`src/rtl/vga_timing_if.sv`:
```
// Raster timing bundle driven by vga_timing_gen and consumed by the draw stages.
interface vga_timing_if #(
    parameter int unsigned CNT_W = 11
);
    logic [CNT_W-1:0] hcount;
    logic [CNT_W-1:0] vcount;
    logic             hblnk;
    logic             vblnk;
    logic             hsync;
    logic             vsync;
    logic             de;
    logic             line_start;
    logic             frame_start;

    modport master (
        output hcount, vcount, hblnk, vblnk, hsync, vsync, de, line_start, frame_start
    );

    modport slave (
        input hcount, vcount, hblnk, vblnk, hsync, vsync, de, line_start, frame_start
    );
endinterface

```
`src/rtl/vga_timing_gen.sv`:
```
// Parametrised VGA raster timing generator: pixel/line counters with registered
// blanking, sync, data-enable and line/frame start strobes.
module vga_timing_gen #(
    parameter int unsigned H_ACTIVE  = 1024,
    parameter int unsigned H_FP      = 24,
    parameter int unsigned H_SYNC    = 136,
    parameter int unsigned H_BP      = 160,
    parameter int unsigned V_ACTIVE  = 768,
    parameter int unsigned V_FP      = 3,
    parameter int unsigned V_SYNC    = 6,
    parameter int unsigned V_BP      = 29,
    parameter int unsigned HSYNC_POL = 0,
    parameter int unsigned VSYNC_POL = 0,
    parameter int unsigned CNT_W     = 11
) (
    input  logic         clk,
    input  logic         rst,
    input  logic         pix_en,
    vga_timing_if.master vga
);
    localparam int unsigned H_TOTAL = H_ACTIVE + H_FP + H_SYNC + H_BP;
    localparam int unsigned V_TOTAL = V_ACTIVE + V_FP + V_SYNC + V_BP;

    localparam logic [CNT_W-1:0] H_LAST   = CNT_W'(H_TOTAL - 1);
    localparam logic [CNT_W-1:0] V_LAST   = CNT_W'(V_TOTAL - 1);
    localparam logic [CNT_W-1:0] H_ACT    = CNT_W'(H_ACTIVE);
    localparam logic [CNT_W-1:0] V_ACT    = CNT_W'(V_ACTIVE);
    localparam logic [CNT_W-1:0] HS_FIRST = CNT_W'(H_ACTIVE + H_FP);
    localparam logic [CNT_W-1:0] HS_LAST  = CNT_W'(H_ACTIVE + H_FP + H_SYNC - 1);
    localparam logic [CNT_W-1:0] VS_FIRST = CNT_W'(V_ACTIVE + V_FP);
    localparam logic [CNT_W-1:0] VS_LAST  = CNT_W'(V_ACTIVE + V_FP + V_SYNC - 1);
    localparam logic             HS_ON    = (HSYNC_POL != 0);
    localparam logic             VS_ON    = (VSYNC_POL != 0);

    if ((64'd1 << CNT_W) < 64'(H_TOTAL) || (64'd1 << CNT_W) < 64'(V_TOTAL)) begin : g_bad_width
        $error("vga_timing_gen: CNT_W too narrow for H_TOTAL/V_TOTAL");
    end
    if (H_SYNC < 1 || V_SYNC < 1) begin : g_bad_sync
        $error("vga_timing_gen: H_SYNC and V_SYNC must be at least 1");
    end

    logic [CNT_W-1:0] hcount_q, vcount_q;
    logic [CNT_W-1:0] h_next, v_next;
    logic             hblnk_q, vblnk_q, hsync_q, vsync_q, de_q;
    logic             line_start_q, frame_start_q;
    logic             hblnk_n, vblnk_n, hsync_n, vsync_n;

    always_comb begin
        h_next = hcount_q + 1'b1;
        v_next = vcount_q;
        if (hcount_q == H_LAST) begin
            h_next = '0;
            v_next = (vcount_q == V_LAST) ? '0 : vcount_q + 1'b1;
        end
    end

    // Decode from the next counter value so the registered levels line up with
    // the counters they are presented alongside.
    always_comb begin
        hblnk_n = (h_next >= H_ACT);
        vblnk_n = (v_next >= V_ACT);
        hsync_n = ((h_next >= HS_FIRST) && (h_next <= HS_LAST)) ? HS_ON : ~HS_ON;
        vsync_n = ((v_next >= VS_FIRST) && (v_next <= VS_LAST)) ? VS_ON : ~VS_ON;
    end

    always_ff @(posedge clk or posedge rst) begin
        if (rst) begin
            hcount_q      <= '0;
            vcount_q      <= '0;
            hblnk_q       <= 1'b0;
            vblnk_q       <= 1'b0;
            hsync_q       <= ~HS_ON;
            vsync_q       <= ~VS_ON;
            de_q          <= 1'b0;
            line_start_q  <= 1'b0;
            frame_start_q <= 1'b0;
        end else if (pix_en) begin
            hcount_q      <= h_next;
            vcount_q      <= v_next;
            hblnk_q       <= hblnk_n;
            vblnk_q       <= vblnk_n;
            hsync_q       <= hsync_n;
            vsync_q       <= vsync_n;
            de_q          <= ~hblnk_n & ~vblnk_n;
            line_start_q  <= (h_next == '0);
            frame_start_q <= (h_next == '0) && (v_next == '0);
        end else begin
            line_start_q  <= 1'b0;
            frame_start_q <= 1'b0;
        end
    end

    assign vga.hcount      = hcount_q;
    assign vga.vcount      = vcount_q;
    assign vga.hblnk       = hblnk_q;
    assign vga.vblnk       = vblnk_q;
    assign vga.hsync       = hsync_q;
    assign vga.vsync       = vsync_q;
    assign vga.de          = de_q;
    assign vga.line_start  = line_start_q;
    assign vga.frame_start = frame_start_q;
endmodule

```
`src/flat_wrapper.sv`:
```
// flat-port wrapper written by rule: the top's interface ports become plain ports
module vga_timing_gen_flat 
#(
    parameter int unsigned H_ACTIVE  = 1024,
    parameter int unsigned H_FP      = 24,
    parameter int unsigned H_SYNC    = 136,
    parameter int unsigned H_BP      = 160,
    parameter int unsigned V_ACTIVE  = 768,
    parameter int unsigned V_FP      = 3,
    parameter int unsigned V_SYNC    = 6,
    parameter int unsigned V_BP      = 29,
    parameter int unsigned HSYNC_POL = 0,
    parameter int unsigned VSYNC_POL = 0,
    parameter int unsigned CNT_W     = 11
)
  (clk, rst, pix_en, vga_hcount, vga_vcount, vga_hblnk, vga_vblnk, vga_hsync, vga_vsync, vga_de, vga_line_start, vga_frame_start);
  vga_timing_if #(.CNT_W(CNT_W)) vga_i ();
  input  logic clk;
  input  logic rst;
  input  logic pix_en;
  output wire logic [$bits(vga_i.hcount)-1:0] vga_hcount;
  output wire logic [$bits(vga_i.vcount)-1:0] vga_vcount;
  output wire logic [$bits(vga_i.hblnk)-1:0] vga_hblnk;
  output wire logic [$bits(vga_i.vblnk)-1:0] vga_vblnk;
  output wire logic [$bits(vga_i.hsync)-1:0] vga_hsync;
  output wire logic [$bits(vga_i.vsync)-1:0] vga_vsync;
  output wire logic [$bits(vga_i.de)-1:0] vga_de;
  output wire logic [$bits(vga_i.line_start)-1:0] vga_line_start;
  output wire logic [$bits(vga_i.frame_start)-1:0] vga_frame_start;
  assign vga_hcount = vga_i.hcount;
  assign vga_vcount = vga_i.vcount;
  assign vga_hblnk = vga_i.hblnk;
  assign vga_vblnk = vga_i.vblnk;
  assign vga_hsync = vga_i.hsync;
  assign vga_vsync = vga_i.vsync;
  assign vga_de = vga_i.de;
  assign vga_line_start = vga_i.line_start;
  assign vga_frame_start = vga_i.frame_start;
  vga_timing_gen #(.H_ACTIVE(H_ACTIVE), .H_FP(H_FP), .H_SYNC(H_SYNC), .H_BP(H_BP), .V_ACTIVE(V_ACTIVE), .V_FP(V_FP), .V_SYNC(V_SYNC), .V_BP(V_BP), .HSYNC_POL(HSYNC_POL), .VSYNC_POL(VSYNC_POL), .CNT_W(CNT_W)) u_core (.clk(clk), .rst(rst), .pix_en(pix_en), .vga(vga_i));
endmodule
```
`config.mk`:
```
export PLATFORM = sky130hd
export DESIGN_NAME = vga_timing_gen_flat
export DESIGN_NICKNAME = d
export VERILOG_FILES = /design/src/rtl/vga_timing_if.sv /design/src/rtl/vga_timing_gen.sv /design/src/flat_wrapper.sv
export SDC_FILE = /design/constraint.sdc
export NUM_CORES = 1
export LEC_CHECK = 0
export CAP_MARGIN = 10
export CORE_ASPECT_RATIO = 0.9
export CORE_MARGIN = 4
export CORE_UTILIZATION = 30
export DETAILED_ROUTE_END_ITERATION = 16
export PLACE_DENSITY = 0.52
export SLEW_MARGIN = 15
export SYNTH_ARGS = -nofsm -noshare
export SYNTH_HDL_FRONTEND = slang
export SYNTH_SLANG_ARGS = --single-unit
```
`constraint.sdc`:
```
create_clock -name clk -period 4.4 [get_ports clk]
set_clock_uncertainty 0.05 [all_clocks]
set_input_delay 1.1 -clock clk [delete_from_list [all_inputs] [get_ports clk]]
set_output_delay 1.1 -clock clk [all_outputs]
set_load 0.03 [all_outputs]
```
=== Yosys cells after proc, flatten, opt, wreduce, memory -nomap -nowiden ===
Index checks and enable logic that the tools add are counted.

* Register bits after elaboration: 29
* Bits of input ports: 3
* Output and inout bits: 29

* Add/sub/neg operators: 2
* Magnitude comparators: 6
* Equal/unequal tests: 2
* Multiplexer cells: 7
* Bitwise gates (word level): 3
* Reduce and logical (&&, ||, !) cells: 5

{| class="wikitable"
|+ Operators by type and width
! operator !! count
|-
| $mux W11 || 3
|-
| $add A11 B1 Y11 const B || 2
|-
| $ge A11 B10 Y1 const B || 2
|-
| $ge A11 B11 Y1 const B || 2
|-
| $logic_not A11 Y1 || 2
|-
| $eq A11 B10 Y1 const B || 1
|-
| $eq A11 B11 Y1 const B || 1
|-
| $le A11 B10 Y1 const B || 1
|-
| $le A11 B11 Y1 const B || 1
|-
| $mux W1 || 4
|-
| $logic_and A1 B1 Y1 || 3
|-
| $not A1 Y1 || 2
|-
| $and A1 B1 Y1 || 1
|}

=== Longest topological paths before layout ===
Gate-level depths: netlist of run 1.

* Depth in word-level cells: 6
* Mapped depth: 9
* Mapped depth without buffers: 8

=== Worst setup path before layout of run 1 ===
No wires, ideal clock.

* Path type: reg2reg
* Start: reg u_core.hcount_q[7], in the netlist u_core.vga.hcount[7]
* End: reg u_core.vsync_q, in the netlist u_core.vga.vsync
* Arrival time: 2.563 ns
* Data required time: 4.249 ns
* Setup slack: 1.686 ns
* Cell stages (with the launch flop): 8
* Buffers on the path: 1
* Period minus slack after synthesis: 2.714 ns
* Path through: dfrtp_1 buf_6 or3b_4 or4_4 or4_1 and3_4 a211oi_2 a41oi_1

* Cells in the longest elaborated chain, start to end: 5
* Elaborated cells on any way between the ends: 6
* Classes of those cells: 2 x order compare; 1 x eq/ne; 2 x mux; 1 x reduce/logical

{| class="wikitable"
|+ Ends and longest elaborated chain
! element !! RTL line !! source
|-
| start, declared || vga_timing_gen.sv:42 || <nowiki>logic [CNT_W-1:0] hcount_q, vcount_q;</nowiki>
|-
| start signal, assigned || vga_timing_gen.sv:78 || <nowiki>hcount_q <= h_next;</nowiki>
|-
| $eq A11 B11 Y1 (*) || vga_timing_gen.sv:51 || <nowiki>if (hcount_q == H_LAST) begin</nowiki>
|-
| $mux W11 (*) || vga_timing_gen.sv:51 ||
|-
| $ge A11 B10 Y1 or $le A11 B10 Y1 (tied branches) || vga_timing_gen.sv:63 || <nowiki>vsync_n = ((v_next >= VS_FIRST) && (v_next <= VS_LAST)) ? VS_ON : ~VS_ON;</nowiki>
|-
| $logic_and A1 B1 Y1 (*) || vga_timing_gen.sv:63 ||
|-
| $mux W1 (*) || vga_timing_gen.sv:63 ||
|-
| end signal, assigned || vga_timing_gen.sv:73 || <nowiki>vsync_q <= ~VS_ON;</nowiki>
|-
| end signal, assigned || vga_timing_gen.sv:83 || <nowiki>vsync_q <= vsync_n;</nowiki>
|-
| end, declared || vga_timing_gen.sv:44 || <nowiki>logic hblnk_q, vblnk_q, hsync_q, vsync_q, de_q;</nowiki>
|}

Every way passes the cells marked *; elsewhere a longest branch is shown, timed or not.
A chain may end at the register's enable or synchronous reset.

=== Final worst setup path of run 1 ===
* Start: reg u_core.hcount_q[3], in the netlist u_core.vga.hcount[3]
* End: out vga_hcount[3]

{| class="wikitable"
|+ RTL lines
! element !! RTL line !! source
|-
| end, declared || flat_wrapper.sv:21 || <nowiki>output wire logic [$bits(vga_i.hcount)-1:0] vga_hcount;</nowiki>
|}

No word-level cell between the ends.

==> flow_summary_export.csv, run 1 <==
group,metric,value,unit
clock_tree,ctsResizeCount,0,
logic_synthesis,avgSynthCellArea,8.770,um^2
worst_hold_path,holdCritStartpoint,"u_core.vga.hsync",
worst_hold_path,min_path_type,"reg2reg",
status,status,"completed",
logic_synthesis,synth_area,1964,um^2
route,drc,0,
clock_tree,cts_made_buffers,5,
critical_path,r2r_slack,1610,ps
floorplan,rows,27,
critical_path,worstPathRequired,3250,ps
floorplan,die_x,93.30,um
place,post-dp-hpwl,3588,um
critical_path,r2r_cells,6,
logic_synthesis,ys_async_sr_fraction,1.000,
critical_path,crit_type,"reg2out",
power,leakagePower,0.9481,nW
logic_synthesis,synth.most_common_cell,"dfrtp_1",
worst_hold_path,min_to,"u_core.vga.hsync",
power,ir_drop,0.1580,mV
grt,antenna_found_initial,0,
critical_path,critical_path_buf_inv_count,1,
grt,grt_overflow_total,0,
clock_tree,clock-sinks,29,
place,dpl.cell_count,332,
floorplan,dieArea,7908,um^2
critical_path,startpoint_type,"flop",
critical_path,reg2reg_to,"u_core.vga.vsync",
floorplan,core_area,6250,um^2
clock_tree,clock_path_buffers,2,
power,seqPwrFrac,0.409,
clock_tree,cts_hold_buf,0,
finish,postLayoutCoreUtil,0.3908,
critical_path,crit_start,"u_core.vga.hcount[3]",
route,drt_iter0_drc,135,
grt,grt_pass1_wl,8355,um
finish,final_cells,340,
finish,antenna_cells,0,
sta,setup_viol,0,
logic_synthesis,synth_top_area_frac,0.3439,
power,clockPowerShare,0.266,
job,cap_violations,0,
clock_tree,clkTransAtPathRegs,60,ps
critical_path,r2r_start,"u_core.vga.hcount[3]",
sta,whs,445.9,ps
clock_tree,clock_latency,280,ps
place,place_congestion,0.8175,
logic_synthesis,synth_top_flop_cell,"dfrtp_1",
finish,nets,260,
power,p_switching,0.3533,mW
critical_path,cpPeakStageDelay,760,ps
logic_synthesis,postSynthCellCount,224,
power,p_total,0.9255,mW
clock_tree,cts_max_level,2,
sta,rsz0062_at_grt,"no",
sta,max_freq,0.3577,GHz
logic_synthesis,yosys_warnings,0,
critical_path,endpoint_kind,"output pin",
route,vias_per_cell,5.103,
clock_tree,cts_tree,"yes",
sta,finalMaxSlewViolations,0,
route,ant_nets,0,
logic_synthesis,synth_area_leaders,"dfrtp_1 34%, o21ai_0 5.9%, xnor2_1 5.8%",
critical_path,timing.critical_path.fanout_max,14,
logic_synthesis,synth_cell_types,51,
route,route.detailed.wl_per_inst,14.64,um
logic_synthesis,synth_commonest_cells,"27 x dfrtp_1, 23 x o21ai_0, 20 x nand2_1",
critical_path,path_cells,"clkdlybuf4s50_1",
power,p_per_area,378.9,nW/um^2
clock_tree,postCtsSetupBuffers,0,
sta,slew_headroom,0.4438,
sta,final.period_utilization,0.6353,
clock_tree,root_buffer,"clkbuf_8",
logic_synthesis,yosysTopAreaCell,"dfrtp_1",
sta,tightest_slew,833.4,ps
floorplan,die_y,84.77,um
critical_path,cpLargestDelayFamily,"buffers and inverters",
grt,grt_max_degree,22,
sta,fin_setup_tns,0,ps
floorplan,ios,32,
worst_hold_path,min_path_cells,2,
floorplan,initial_core_util,0.3143,
route,drt_pass1_iterations,5,
logic_synthesis,syn_nets,232,
grt,grt.total_usage,0.1314,
power,swShare,0.3817,
logic_synthesis,synth-edff-count,0,
finish,drive_above_1_share,0.09486,
sta,min_period,2795,ps
power,pwr-share-comb,0.326,
logic_synthesis,yosysSeqAreaShare,0.3707,
sta,hold_viol,0,
critical_path,cp_slowest_cell,"clkdlybuf4s50_1",
critical_path,cp_data_arrival_time,1650,ps
logic_synthesis,ys_ff_latch,29,
power,p_int,0.5722,mW
finish,syn_to_final_growth,24.33,%
grt,grt_pass1_vias,1608,
route,vias,1735,
place,io_buffers,31,
route,wl,4977,um
-- worst max-delay path by stage --
| stage | slack, ps | to | cells after the start |
|---|---|---|---|
| 3_3_place_gp | 1560 | u_core.vga.vcount[10] | 4 |
| 3_5_place_dp | 1590 | u_core.vga.vcount[6] | 4 |
| 4_1_cts | 1600 | vga_hcount[3] | 1 |
| 6_report | 1600 | vga_hcount[3] | 1 |
| 5_1_grt | 1330 | u_core.vga.frame_start | 7 |
| 2_1_floorplan | 1690 | u_core.vga.vsync | 7 |
-- cell families (layout without fill, tap and decap cells) --
kind of cell	after synthesis	after routing	synth area share
AND/OR/NAND/NOR	92	92	0.2656
AO/OA/AOI/OAI	52	52	0.1701
flip-flops	29	29	0.3707
buffers and inverters	24	53	0.05796
XOR/XNOR	16	16	0.07134
multiplexers	6	6	0.03248
adder cells (fa/ha/maj)	5	5	0.03185
-- cell usage in the layout (no fill, tap or decap), types with 3 or more instances in the layout --
cell type	count
o31ai_1	3
o21ai_0	23
xor2_1	3
buf_4	5
nand2_1	20
and3_1	3
nor2_1	17
o21a_1	3
clkdlybuf4s50_1	31
dfrtp_1	27
ha_1	5
a21oi_1	3
a21o_1	3
and2_1	3
nand4_1	10
a31oi_1	6
inv_1	9
nor3_1	6
clkbuf_8	7
mux2_2	3
nand3_1	10
xnor2_1	13
and4_1	3
mux2i_1	3
-- sequential cells by signal (all words and copies together) (netlist names) --
signal / cells
u_core.vga.de: 1
u_core.vga.frame_start: 1
u_core.vga.hblnk: 1
u_core.vga.hcount: 11
u_core.vga.hsync: 1
u_core.vga.line_start: 1
u_core.vga.vblnk: 1
u_core.vga.vcount: 11
u_core.vga.vsync: 1
-- worst min-delay path, stage by stage (launching register included) --
cell     delay, ps
dfstp_2        370
nor2_1          80
a31oi_1         50
-- power groups by stage --
stage | sequential, mW | clock [mW] | combinational [mW]
after floorplan | 0.404 | 0 | 0.174
after global placement | 0.381 | 0 | 0.305
after detailed placement | 0.383 | 0 | 0.303
after CTS | 0.378 | 0.255 | 0.304
after global routing | 0.391 | 0.268 | 0.324
final | 0.378 | 0.246 | 0.301
-- per-stage QoR --
| step | setup slack [ps] | instance area (um^2) |
|---|---|---|
| finish | 1605 | 2442 |
| global route | 1331 | 2442 |
| CTS | 1601 | 2442 |
| detailed placement | 1585 | 2341 |
| global placement | 1562 | 2341 |
| floorplan | 1686 | 1964 |
-- cell type report --
type	instances	area, um^2
Fill cell	635	3807
Multi-Input combinational cell	171	1122
Sequential cell	29	728.2
Timing Repair Buffer	36	347.8
Tap cell	87	108.9
Clock buffer	7	96.34
Inverter	9	33.78
Clock inverter	1	5.005
-- layer usage --
| layer | wire length [um] | vias to the layer above | global-route usage |
|---|---|---|---|
| li1 | - | 873 | - |
| met1 | 2697 | 820 | 0.2040 |
| met2 | 2022 | 40 | 0.1747 |
| met3 | 216 | 2 | 0.02867 |
| met4 | 40 | 0 | 0.04527 |
| met5 | 0 | - | 0 |
Note: power is estimated with default switching activity, not from simulation.
==> run 2, diff against run 1 <==
- PLACE_DENSITY: 0.52 -> 0.54
- clock period: 4.4 -> 2.49 ns (I/O delays scaled with it)
==> run 2 against run 1 <==
Against the previous run:
- routed wire length is 5.6% higher
- core utilization is 3.7 points higher
- non-clock buffer count up 25
- die area stayed put
- worst hold slack got worse by 16 ps
- first-iteration DRC count down 30%
- sequential power grew 49%
- final cell count rose by 7.4%
- clock power increased by 120%
- power grew 96%
- setup slack lost 1600 ps
- critical path type is now reg2reg
==> flow_summary_export.csv, run 2 (same netlist as run 1, synthesis figures left out) <==
group,metric,value,unit
status,status,"completed",
worst_hold_path,holdCritStartpoint,"u_core.vga.hblnk",
place,io_buffers,31,
floorplan,die_y,84.77,um
finish,antenna_cells,0,
clock_tree,clock_latency,290,ps
finish,syn_to_final_growth,36.18,%
finish,final_cell_mix,"31 x clkdlybuf4s50_1, 29 x buf_4, 25 x dfrtp_1, 23 x o21ai_0, 20 x nand2_1",
route,ant_nets,0,
place,dpl.cell_count,357,
grt,grt_max_degree,30,
power,p_total,1.815,mW
critical_path,cpPeakStageDelay,550,ps
route,drt_iter0_drc,94,
sta,min_period,2454,ps
sta,max_freq,0.4075,GHz
sta,tightest_slew,541.7,ps
clock_tree,root_buffer,"clkbuf_8",
sta,rsz0062_at_grt,"yes",
critical_path,crit_type,"reg2reg",
finish,seqCellArea,730.7,um^2
sta,hold_viol,0,
clock_tree,cts_tree,"yes",
power,p_per_area,678.5,nW/um^2
clock_tree,cts_hold_buf,0,
finish,final_common_cell,"clkdlybuf4s50_1",
worst_hold_path,min_path_type,"reg2reg",
floorplan,core_area,6250,um^2
finish,num-fill-cells,605,
route,vias_per_cell,5.145,
route,drc,0,
worst_hold_path,min_path_cells,1,
finish,postLayoutCoreUtil,0.4280,
finish,drive_above_1_share,0.1906,
sta,slew_headroom,0.6340,
critical_path,r2r_start,"u_core.vga.hcount[7]",
clock_tree,cts_made_buffers,5,
critical_path,path_cells,"or3b_4 > or4_4 > or4_1 > and3_4 > a211oi_2 > a41oi_1",
critical_path,worstPathRequired,2640,ps
grt,grt.total_usage,0.1430,
floorplan,ios,32,
route,wl,5258,um
grt,grt_pass1_vias,1754,
clock_tree,postCtsSetupBuffers,0,
critical_path,timing.critical_path.fanout_max,3,
clock_tree,clock_path_buffers,2,
route,vias,1878,
sta,final.period_utilization,0.9855,
finish,final_cells,365,
critical_path,r2r_cells,6,
clock_tree,clock-sinks,29,
critical_path,endpoint_kind,"flop",
sta,setup_viol,0,
power,leakagePower,1.074,nW
grt,grt_pass1_wl,8983,um
grt,grt_overflow_total,0,
critical_path,r2r_slack,40,ps
clock_tree,cts_max_level,2,
critical_path,reg2reg_to,"u_core.vga.vsync",
finish,multi_input_area,1134,um^2
place,post-dp-hpwl,3813,um
job,cap_violations,0,
grt,antenna_found_initial,0,
floorplan,rows,27,
floorplan,initial_core_util,0.3143,
route,route.detailed.wl_per_inst,14.41,um
finish,nets,285,
clock_tree,clkTransAtPathRegs,70,ps
place,place_congestion,0.8155,
floorplan,dieArea,7908,um^2
power,ir_drop,0.3164,mV
worst_hold_path,min_to,"u_core.vga.hblnk",
sta,finalMaxSlewViolations,0,
critical_path,startpoint_type,"flop",
floorplan,die_x,93.30,um
critical_path,cp_data_arrival_time,2600,ps
route,drt_pass1_iterations,4,
critical_path,cp_slowest_cell,"or4_4",
## run 2: area by class of cell
type / count / share of cell area
clock buffer: 6 / 0.03087
clock inverter: 2 / 0.01403
inverter: 9 / 0.01263
multi-input combinational: 171 / 0.4238
sequential: 29 / 0.2732
tap: 87 / 0.04069
timing repair buffer: 61 / 0.2049
## run 2: metal layers
layer,GRT usage,vias up,part of all wire
met2,0.1981,43,0.42
li1,-,924,-
met4,0.03595,0,0.0091
met5,0,-,0
met1,0.2178,907,0.53
met3,0.03674,4,0.042
## run 2: repair_timing
| action | 4_1_cts | 5_1_grt |
|---|---|---|
| endpoints found under the setup margin | 0 | 3 |
| endpoints found under the hold margin | 0 | 0 |
| gates resized for setup | 0 | 2 |
## run 2: worst max-delay path, delay by kind of cell (launching register included)
| kind | cells | cell delay (ps) |
|---|---|---|
| compound gates | 2 | 270 |
| flops | 1 | 400 |
| simple gates | 4 | 1630 |
## run 2: worst max-delay path by stage
stage                    startpoint          endpoint  cells after the start
3_3_place_gp   u_core.vga.hcount[9]  u_core.vga.vsync                      6
3_5_place_dp   u_core.vga.hcount[7]  u_core.vga.vsync                      6
2_1_floorplan  u_core.vga.hcount[7]  u_core.vga.vsync                      7
4_1_cts        u_core.vga.hcount[7]  u_core.vga.vsync                      6
5_1_grt        u_core.vga.hcount[7]  u_core.vga.vsync                      6
6_report       u_core.vga.hcount[7]  u_core.vga.vsync                      6
## run 2: power by group
part           leakage, nW  internal, mW  total, mW  switching (mW)
Combinational        0.645         0.296      0.720           0.425
Sequential           0.371         0.533      0.565          0.0322
Clock               0.0574         0.325      0.530           0.204
## run 2: stage by stage
stage | TNS [ps] | hold slack (ps) | setup WS, ps | area, um^2
global route | -23.17 | 484.2 | -15.70 | 2675
CTS | 0 | 434.9 | 34.66 | 2664
detailed placement | 0 | 418.7 | 45.23 | 2544
finish | 0 | 429.4 | 36.19 | 2675
floorplan | -164.6 | 492.0 | -164.6 | 1967
global placement | 0 | 411.1 | 73.83 | 2544
